File: src/rtl/noise_gen_pkg.sv
// Shared constants and helpers for the multi-channel noise generator.
package noise_gen_pkg;

    localparam logic [31:0] LFSR_MASK   = 32'h80200003;
    localparam logic [31:0] SEED_STRIDE = 32'h9E3779B9;

    localparam logic [1:0] MODE_WHITE  = 2'b00;
    localparam logic [1:0] MODE_BROWN  = 2'b01;
    localparam logic [1:0] MODE_SILENT = 2'b10;

    localparam logic [1:0] ST_IDLE  = 2'd0;
    localparam logic [1:0] ST_STEP  = 2'd1;
    localparam logic [1:0] ST_SHAPE = 2'd2;
    localparam logic [1:0] ST_HOLD  = 2'd3;

    function automatic logic [31:0] lfsr_step(input logic [31:0] s);
        return s[0] ? ((s >> 1) ^ LFSR_MASK) : (s >> 1);
    endfunction

    // Golden-ratio stride decorrelates channels; zero would freeze the LFSR.
    function automatic logic [31:0] seed_for_ch(input logic [31:0] base, input int unsigned ch);
        logic [31:0] v;
        v = base ^ (ch * SEED_STRIDE);
        return (v == 32'h0) ? 32'h00000001 : v;
    endfunction

endpackage

File: src/rtl/noise_lfsr_ch.sv
// One noise channel: LFSR, brown integrator, attenuation and output register.
module noise_lfsr_ch
    import noise_gen_pkg::*;
#(
    parameter int          WIDTH        = 16,
    parameter int          LP_SHIFT     = 4,
    parameter logic [31:0] DEFAULT_SEED = 32'h0000ACE1,
    parameter int          CH           = 0
) (
    input  logic             clk,
    input  logic             reset,
    input  logic             seed_load,
    input  logic [31:0]      seed,
    input  logic             step_en,
    input  logic             shape_en,
    input  logic [1:0]       mode,
    input  logic [3:0]       amp_shift,
    output logic [WIDTH-1:0] sample_out
);

    localparam int          MAX_SHIFT  = WIDTH - 1;
    localparam logic [31:0] RESET_SEED = seed_for_ch(DEFAULT_SEED, CH);

    logic [31:0]             lfsr_q, lfsr_d;
    logic [WIDTH-1:0]        y_state_q, y_state_d;
    logic [WIDTH-1:0]        out_q, out_d;

    logic signed [WIDTH-1:0] x;
    logic signed [WIDTH:0]   diff;
    logic signed [WIDTH:0]   delta;
    logic signed [WIDTH:0]   brown_sum;
    logic signed [WIDTH-1:0] y_sel;
    logic [4:0]              amp_eff;

    // NOTE: every always_comb output gets a default first so no path infers a latch.
    always_comb begin
        lfsr_d    = lfsr_q;
        y_state_d = y_state_q;
        out_d     = out_q;

        x         = $signed(lfsr_q[31 -: WIDTH]);
        diff      = {x[WIDTH-1], x} - {y_state_q[WIDTH-1], y_state_q};
        delta     = diff >>> LP_SHIFT;
        brown_sum = {y_state_q[WIDTH-1], y_state_q} + delta;

        case (mode)
            MODE_WHITE: y_sel = x;
            MODE_BROWN: y_sel = brown_sum[WIDTH-1:0];
            default:    y_sel = '0;
        endcase

        amp_eff = ({1'b0, amp_shift} > 5'(MAX_SHIFT)) ? 5'(MAX_SHIFT) : {1'b0, amp_shift};

        if (seed_load) begin
            lfsr_d    = seed_for_ch(seed, CH);
            y_state_d = '0;
        end else begin
            if (step_en) begin
                lfsr_d = lfsr_step(lfsr_q);
            end
            if (shape_en) begin
                out_d = y_sel >>> amp_eff;
                if (mode == MODE_BROWN) begin
                    y_state_d = brown_sum[WIDTH-1:0];
                end
            end
        end
    end

    // NOTE: sequential state uses non-blocking assignments only, so all flops update together.
    always_ff @(posedge clk or posedge reset) begin
        if (reset) begin
            lfsr_q    <= RESET_SEED;
            y_state_q <= '0;
            out_q     <= '0;
        end else begin
            lfsr_q    <= lfsr_d;
            y_state_q <= y_state_d;
            out_q     <= out_d;
        end
    end

    assign sample_out = out_q;

endmodule

File: src/rtl/noise_gen_mc.sv
// Multi-channel noise source: sample FSM, valid/ready handshake and overrun tracking.
module noise_gen_mc
    import noise_gen_pkg::*;
#(
    parameter int          WIDTH        = 16,
    parameter int          NUM_CH       = 2,
    parameter int          LP_SHIFT     = 4,
    parameter logic [31:0] DEFAULT_SEED = 32'h0000ACE1
) (
    input  logic                    clk,
    input  logic                    reset,
    input  logic                    enable,
    input  logic                    sample_tick,
    input  logic [1:0]              mode,
    input  logic [3:0]              amp_shift,
    input  logic                    seed_load,
    input  logic [31:0]             seed,
    output logic [NUM_CH*WIDTH-1:0] noise_out,
    output logic                    out_valid,
    input  logic                    out_ready,
    output logic                    overrun
);

    logic [1:0] state_q, state_d;
    logic [1:0] mode_q, mode_d;
    logic [3:0] amp_q, amp_d;
    logic       out_valid_q, out_valid_d;
    logic       overrun_q, overrun_d;
    logic       step_en;
    logic       shape_en;
    logic       tick;

    assign tick = enable && sample_tick;

    always_comb begin
        state_d     = state_q;
        mode_d      = mode_q;
        amp_d       = amp_q;
        out_valid_d = out_valid_q;
        overrun_d   = overrun_q;
        step_en     = 1'b0;
        shape_en    = 1'b0;

        if (seed_load) begin
            state_d     = ST_IDLE;
            out_valid_d = 1'b0;
            overrun_d   = 1'b0;
        end else begin
            case (state_q)
                ST_IDLE: begin
                    if (tick) state_d = ST_STEP;
                end
                ST_STEP: begin
                    step_en = 1'b1;
                    mode_d  = mode;
                    amp_d   = amp_shift;
                    state_d = ST_SHAPE;
                    if (tick) overrun_d = 1'b1;
                end
                ST_SHAPE: begin
                    shape_en    = 1'b1;
                    out_valid_d = 1'b1;
                    state_d     = ST_HOLD;
                    if (tick) overrun_d = 1'b1;
                end
                default: begin
                    if (out_ready) begin
                        out_valid_d = 1'b0;
                        state_d     = tick ? ST_STEP : ST_IDLE;
                    end else if (tick) begin
                        overrun_d = 1'b1;
                    end
                end
            endcase
        end
    end

    always_ff @(posedge clk or posedge reset) begin
        if (reset) begin
            state_q     <= ST_IDLE;
            mode_q      <= MODE_WHITE;
            amp_q       <= '0;
            out_valid_q <= 1'b0;
            overrun_q   <= 1'b0;
        end else begin
            state_q     <= state_d;
            mode_q      <= mode_d;
            amp_q       <= amp_d;
            out_valid_q <= out_valid_d;
            overrun_q   <= overrun_d;
        end
    end

    for (genvar c = 0; c < NUM_CH; c++) begin : g_ch
        noise_lfsr_ch #(
            .WIDTH        (WIDTH),
            .LP_SHIFT     (LP_SHIFT),
            .DEFAULT_SEED (DEFAULT_SEED),
            .CH           (c)
        ) u_ch (
            .clk        (clk),
            .reset      (reset),
            .seed_load  (seed_load),
            .seed       (seed),
            .step_en    (step_en),
            .shape_en   (shape_en),
            .mode       (mode_q),
            .amp_shift  (amp_q),
            .sample_out (noise_out[c*WIDTH +: WIDTH])
        );
    end

    assign out_valid = out_valid_q;
    assign overrun   = overrun_q;

endmodule

File: config.mk
export PLATFORM = sky130hd
export DESIGN_NAME = noise_gen_mc
export DESIGN_NICKNAME = d
export VERILOG_FILES = /design/src/rtl/noise_gen_pkg.sv /design/src/rtl/noise_lfsr_ch.sv /design/src/rtl/noise_gen_mc.sv
export SDC_FILE = /design/constraint.sdc
export NUM_CORES = 1
export LEC_CHECK = 0
export BUFFER_PORTS_ARGS = -buffer_cell sky130_fd_sc_hd__buf_2
export CORE_AREA = 5 5 178 145
export CTS_BUF_LIST = sky130_fd_sc_hd__clkbuf_4 sky130_fd_sc_hd__clkbuf_8
export CTS_CLUSTER_DIAMETER = 40
export CTS_CLUSTER_SIZE = 12
export DETAILED_ROUTE_END_ITERATION = 7
export DIE_AREA = 0 0 183 150
export PLACE_DENSITY = 0.69
export SYNTH_ARGS = -nofsm -noshare
export SYNTH_HDL_FRONTEND = slang
export SYNTH_SLANG_ARGS = --single-unit
File: constraint.sdc
create_clock -name clk -period 14.06 [get_ports clk]
set_input_delay 0.703 -clock clk [delete_from_list [all_inputs] [get_ports clk]]
set_output_delay 0.703 -clock clk [all_outputs]
set_load 0.005 [all_outputs]
==> impl_metrics.csv, run 1 <==
group,metric,value,unit
finish,design_area,11590,sq um
critical_path,worstSetupEndpointType,"register",
global_route,grt_use_total,23.01,%
clock_network,path_clk_slew,0.09,ns
global_route,grt_pass1_wl,49780,microns
power,comb_power_share,59.5,%
run,maxCapViolations,0,
synthesis,async_reset_ff_share,100.0,%
finish,seqCellArea,3486,sq um
clock_network,cts_setup_buffers,0,
routing,ant_nets,0,
synthesis,yosysTopAreaCell,"dfrtp_1",
timing,maxSlewHeadroom,15.22,%
placed_design,dp.cells,1553,
clock_network,numCtsBuffers,17,
critical_path,arrival,5.99,ns
routing,drc,0,
global_route,grt_max_degree,85,
clock_network,cts_root_buffer,"clkbuf_8",
power,irDropWorstVdd,0.09173,mV
finish,num_antenna_cells,0,
timing,finalSetupTns,0,ns
clock_network,cts_hold_buffers,0,
synthesis,synth_top_area_share,26.59,%
timing,fmax,178.0,MHz
critical_path,path_class,"reg2reg",
hold_path,hold_path_class,"in2async",
synthesis,seq_area_frac_synth,33.07,%
floorplan,rows,51,
floorplan,die-area,27450,sq um
clock_network,cts_num_sinks,138,
global_route,antenna_found_initial,1,
timing,period_minus_slack,5.619,ns
finish,instances_no_fill,1585,
routing,wirelength,30990,microns
synthesis,synth_commonest_cells,"112 x dfrtp_1, 112 x nor2_1, 110 x nand2_1",
power,power.density,208.8,nW/um^2
finish,drive_gt1_share,16.81,%
floorplan,ioPinCount,78,
critical_path,reg2regPathDepth,23,
clock_network,cts_max_level,4,
timing,finClkSkew,0.01672,ns
clock_network,clkLatencyLatePin,0.48,ns
synthesis,synth_seq_cells,138,
synthesis,synth_cell_types,73,
routing,drt-pass1-iter-count,5,
power,clockPowerShare,14.6,%
timing,rsz0062_at_grt,"no",
power,seqPwrFrac,25.9,%
synthesis,synthCells,1214,
routing,drtIter0Drc,1038,
placed_design,dp_hpwl,22990,microns
routing,viasPerCell,5.917,
critical_path,cp-start-kind,"register",
global_route,grt-ovfl-total,0,
power,p_sw,1.134,mW
timing,slew_viol_final,0,
finish,syn2layout_area_growth,9.982,%
global_route,first_global_vias,8971,
routing,wl_per_cell,19.55,microns
global_route,met3_usage,4.204,%
clock_network,ctsResizeCount,0,
floorplan,die_h,150,microns
clock_network,cts.path.max_buffers,2,
clock_network,cts_tree,"yes",
synthesis,syn_nets,1328,
timing,tightest_slew,1.270,ns
floorplan,initial_utilization,44.05,%
finish,final_nets,1368,
placed_design,dpl_cell_area,11180,sq um
synthesis,synth_area,10540,sq um
critical_path,cp_max_fo,15,
routing,vias,9378,
placed_design,gp_congestion,0.9674,
synthesis,synth-edff-count,0,
global_route,met1_usage,35.05,%
power,intPower,1.287,mW
floorplan,fp.dieW,183,microns
power,leakage,4.878,nW
timing,layout_worst_path_cycle_share,39.96,%
run_status,outcome,"complete, no violations",
finish,multiInputGateArea,6609,sq um
synthesis,synth_top_cells_by_area,"dfrtp_1 27%, ha_1 8.1%, dfstp_2 6.5%",
synthesis,synth_area_per_cell,8.683,sq um
power,swShare,46.84,%
global_route,use_met2,33.46,%
placed_design,port_buffers,77,
finish,nFillCells,2288,
synthesis,synth_warnings,0,
timing,finalSetupViolCount,0,
timing,hold_viol_final,0,
synthesis,synth_ff_type,"dfrtp_1",
global_route,busiest_layer,"met1",
critical_path,crit_required,14.43,ns
floorplan,coreArea,23930,sq um
==> final cells by class <==
class                   instances  share of cell area [%]
well taps                     318                   3.432
clock buffers                  20                   2.320
clock inverters                12                   1.263
flip-flops and latches        138                   30.07
repair buffers                 88                   4.058
multi-input cells             953                   57.00
inverters                      56                   1.856
==> sequential cells by signal, indices dropped and copies added (netlist names) <==
name / flops
overrun: 1
g_ch.u_ch.sample_out: 32
g_ch.u_ch.y_state_q: 32
out_valid: 1
mode_q: 2
state_q: 2
amp_q: 4
g_ch.u_ch.lfsr_q: 64
==> cell usage in the layout (no fill, tap or decap), types with 9 or more instances in the layout <==
cell,n
a21oi_1,87
nor3_1,31
mux2_2,30
nor2_1,111
a21o_1,12
a22o_1,18
a211oi_1,42
inv_1,54
buf_4,12
nor4_1,12
buf_2,76
nand2_1,110
dfrtp_1,112
a221o_1,9
xnor2_1,32
nand3_1,18
o21ai_1,14
o21a_1,32
nand2b_1,9
nor2b_1,48
a31oi_1,14
ha_1,67
dfstp_2,26
o21ai_0,68
mux2i_1,47
clkbuf_8,19
==> critical path, stage by stage (launching register included) <==
cell and delay, ns:
dfrtp_1 0.38, inv_1 0.05, ha_1 0.30, a21oi_1 0.13, o21ai_1 0.09, a21oi_1 0.28
o21ai_1 0.22, a21oi_1 0.27, nor2b_1 0.10, o21a_1 0.20, o21a_1 0.18, nor2_1 0.19
ha_1 0.31, a211oi_2 0.24, nor2_1 0.11, o41ai_4 0.32, a31oi_4 0.21, nor3b_1 0.34
a31o_2 0.18, nor4_1 0.06, a211o_1 0.44, mux4_2 0.54, a311oi_1 0.26, o21ai_1 0.09
==> logic make-up (layout without fill, tap and decap cells) <==
family / after synthesis / count (layout) / share of synthesized area [%]
AND/OR/NAND/NOR: 378 / 378 / 16.81
XOR/XNOR: 41 / 41 / 3.478
flip-flops: 138 / 138 / 33.07
adder cells (fa/ha/maj): 70 / 70 / 8.451
AO/OA/AOI/OAI: 379 / 379 / 24.50
buffers and inverters: 123 / 176 / 4.404
multiplexers: 85 / 85 / 9.294
==> metal layers <==
layer / share of wire (%) / vias to the layer above / wire length (microns)
met4: 1.6 / 0 / 502
met2: 43 / 323 / 13320
li1: - / 4492 / -
met5: 0 / - / 0
met1: 49 / 4529 / 15080
met3: 6.8 / 34 / 2093
==> worst paths after layout <==
kind	end	startpoint	slack, ns
max reg2reg	g_ch[0].u_ch.sample_out[10]	g_ch[0].u_ch.y_state_q[2]	8.44
min reg2reg	g_ch[0].u_ch.sample_out[15]	g_ch[0].u_ch.sample_out[15]	0.48
max in group asynchronous	g_ch[0].u_ch.y_state_q[15]	reset	12.32
min in group clk	amp_q[3]	amp_shift[3]	0.43
min	g_ch[1].u_ch.lfsr_q[7]	reset	0.31
max	g_ch[0].u_ch.sample_out[10]	g_ch[0].u_ch.y_state_q[2]	8.44
==> power by group through the flow <==
stage / clock (mW) / sequential (mW) / combinational (mW)
2_1_floorplan: 0 / 0.582 / 1.09
3_3_place_gp: 0 / 0.628 / 1.41
3_5_place_dp: 0 / 0.631 / 1.42
4_1_cts: 0.358 / 0.625 / 1.42
5_1_grt: 0.375 / 0.642 / 1.59
6_report: 0.353 / 0.627 / 1.44
==> per-stage QoR <==
step           util [%]  setup WS, ns  hold WS (ns)  total power, mW
5_1_grt           48.45         7.950        0.3428            2.603
6_report          48.45         8.441        0.3080            2.421
3_5_place_dp      46.71         8.525        0.4671            2.046
2_1_floorplan         -         8.976        0.4702            1.672
3_3_place_gp      46.71         8.670        0.4614            2.036
4_1_cts           48.45         8.499        0.3176            2.406
(Power assumes the default switching activity.)
==> run 2: changes to the inputs <==
clock period = 5.8 ns   (was 14.06 ns; I/O delays follow)
==> impl_metrics.csv, run 2 (synthesized netlist as in run 1, its figures left out) <==
group,metric,value,unit
clock_network,numCtsBuffers,17,
placed_design,dp.cells,1556,
routing,ant_nets,0,
timing,layout_worst_path_cycle_share,93.36,%
global_route,grt-ovfl-total,0,
timing,hold_viol_final,0,
critical_path,arrival,5.77,ns
run_status,outcome,"complete, no violations",
critical_path,worstSetupEndpointType,"register",
critical_path,crit_buf_inv,0,
timing,whs,0.02347,ns
run,maxCapViolations,0,
critical_path,max_stage_delay,0.49,ns
critical_path,reg2regPathDepth,22,
routing,wirelength,31210,microns
routing,vias,9501,
finish,largest_reg_flops,64,
routing,wl_met2,13050,microns
critical_path,rrSetupSlack,0.39,ns
global_route,grt_max_degree,83,
finish,nFillCells,2307,
floorplan,coreArea,23930,sq um
clock_network,cts_num_sinks,138,
timing,fmax,184.7,MHz
power,p_sw,2.781,mW
timing,tightest_slew,1.197,ns
clock_network,cts_root_buffer,"clkbuf_8",
critical_path,crit_cells,22,
finish,instances_no_fill,1589,
global_route,antenna_found_initial,0,
power,intPower,3.029,mW
clock_network,cts.path.max_buffers,2,
timing,maxSlewHeadroom,20.19,%
global_route,grt_pass1_wl,50280,microns
finish,largest_register,"g_ch.u_ch.lfsr_q",
critical_path,slowest_stage,"dfrtp_1",
routing,viasPerCell,5.979,
clock_network,cts_tree,"yes",
floorplan,die-area,27450,sq um
timing,period_minus_slack,5.415,ns
power,comb_power_share,60.0,%
finish,multiInputGateArea,6631,sq um
critical_path,cp_max_fo,6,
finish,seqCellArea,3486,sq um
routing,routed.top_layer,"met4",
routing,drt-pass1-iter-count,6,
finish,layout_common_cells,"112 x dfrtp_1, 111 x nor2_1, 110 x nand2_1, 85 x a21oi_1, 76 x buf_2",
placed_design,port_buffers,77,
timing,finalSetupViolCount,0,
power,swShare,47.86,%
finish,layout_commonest_cell,"dfrtp_1",
routing,dr_wl_met3,2600,microns
global_route,grt_use_total,23.00,%
finish,num_antenna_cells,0,
global_route,first_global_vias,9149,
power,power.density,500.9,nW/um^2
power,seqPwrFrac,26.8,%
finish,final_nets,1372,
power,clockPowerShare,13.2,%
floorplan,ioPinCount,78,
floorplan,fp.dieW,183,microns
power,leakage,4.860,nW
placed_design,gp_congestion,0.9157,
routing,drc,0,
placed_design,dp_hpwl,22880,microns
timing,rsz0062_at_grt,"no",
clock_network,clkLatencyLatePin,0.47,ns
clock_network,path_clk_slew,0.09,ns
floorplan,initial_utilization,44.05,%
critical_path,critPathTopFamily,"compound AO/OA/AOI/OAI gates",
critical_path,path_class,"reg2reg",
hold_path,hold_path_class,"in2reg",
finish,drive_gt1_share,17.39,%
finish,syn2layout_area_growth,10.03,%
timing,finalSetupTns,0,ns
routing,wl_per_cell,19.64,microns
timing,finClkSkew,0.01390,ns
power,irDropWorstVdd,0.2314,mV
routing,drtIter0Drc,1012,
critical_path,worstPathCellList,"ha_1, and4_1, a221o_1, a31oi_2, nor2b_1, nor2_1, nor2b_1, o21a_1, nor2_1, xnor2_1, ha_1, a221o_1, a21o_1, a21oi_2, a31oi_4, xnor2_2, o22a_1, a211oi_1, a211o_1, mux4_2, a311oi_1, o21ai_1",
clock_network,cts_max_level,4,
floorplan,rows,51,
critical_path,crit_required,6.15,ns
routing,met1_length,15020,microns
hold_path,hold_depth,3,
floorplan,die_h,150,microns
critical_path,cp-start-kind,"register",
timing,slew_viol_final,0,
## run 2: cell types whose count changed in the layout (fill, tap and decap cells not counted), sizes merged
cell / change
bufinv: -2
clkbuf: -2
buf: +3
dlygate4sd3: +1
clkinvlp: +4
clkinv: -1
inv: +1
## run 2: tightest hold or removal path: stages
cell and delay (ns):
buf_2 0.08, nand2_1 0.04, o21ai_0 0.06
## run 2: stage by stage
| step | power [mW] | cell area, sq um | worst slack [ns] | utilization, % |
|---|---|---|---|---|
| 6_report | 5.810 | 11600 | 0.3854 | 48.47 |
| 5_1_grt | 6.256 | 11600 | 0.01868 | 48.47 |
| 4_1_cts | 5.755 | 11580 | 0.2290 | 48.38 |
| 3_5_place_dp | 4.968 | 11200 | 0.3219 | 46.81 |
| 3_3_place_gp | 4.928 | 11200 | 0.4850 | 46.81 |
| 2_1_floorplan | 4.053 | 10540 | 0.7158 | - |
## run 2: area by class of cell
class,instances,share of cell area (%)
clock buffer,18,2.082
tap,318,3.430
multi-input combinational,953,57.17
timing repair buffer,92,4.337
sequential,138,30.05
clock inverter,14,1.068
inverter,56,1.855
## run 2: path summary, 6_finish.rpt
kind / endpoint / from
max: g_ch[0].u_ch.sample_out[10] / g_ch[0].u_ch.lfsr_q[26]
min: amp_q[2] / amp_shift[2]
max reg2reg: g_ch[0].u_ch.sample_out[10] / g_ch[0].u_ch.lfsr_q[26]
min reg2reg: g_ch[1].u_ch.sample_out[14] / g_ch[1].u_ch.sample_out[14]
max in group asynchronous: g_ch[0].u_ch.y_state_q[11] / reset
min in group asynchronous: g_ch[1].u_ch.lfsr_q[2] / reset
## run 2: repair_timing
item	CTS	global route
gates resized for setup	0	6
endpoints found under the hold margin	42	0
endpoints found under the setup margin	0	13
hold buffers	1	0
setup buffers	0	0
## run 2: per-layer routing
layer / vias up / global-route usage [%]
met5: - / 0
met4: 0 / 5.957
met3: 49 / 4.617
met2: 396 / 32.93
met1: 4540 / 35.24
li1: 4516 / -
## run 2: power by group through the flow
stage                     registers, mW  logic (mW)  clock network [mW]
after global routing               1.60        3.84               0.822
after CTS                          1.55        3.43               0.779
after floorplan                    1.41        2.64                   0
final                              1.56        3.49               0.764
after global placement             1.56        3.37                   0
after detailed placement           1.57        3.40                   0
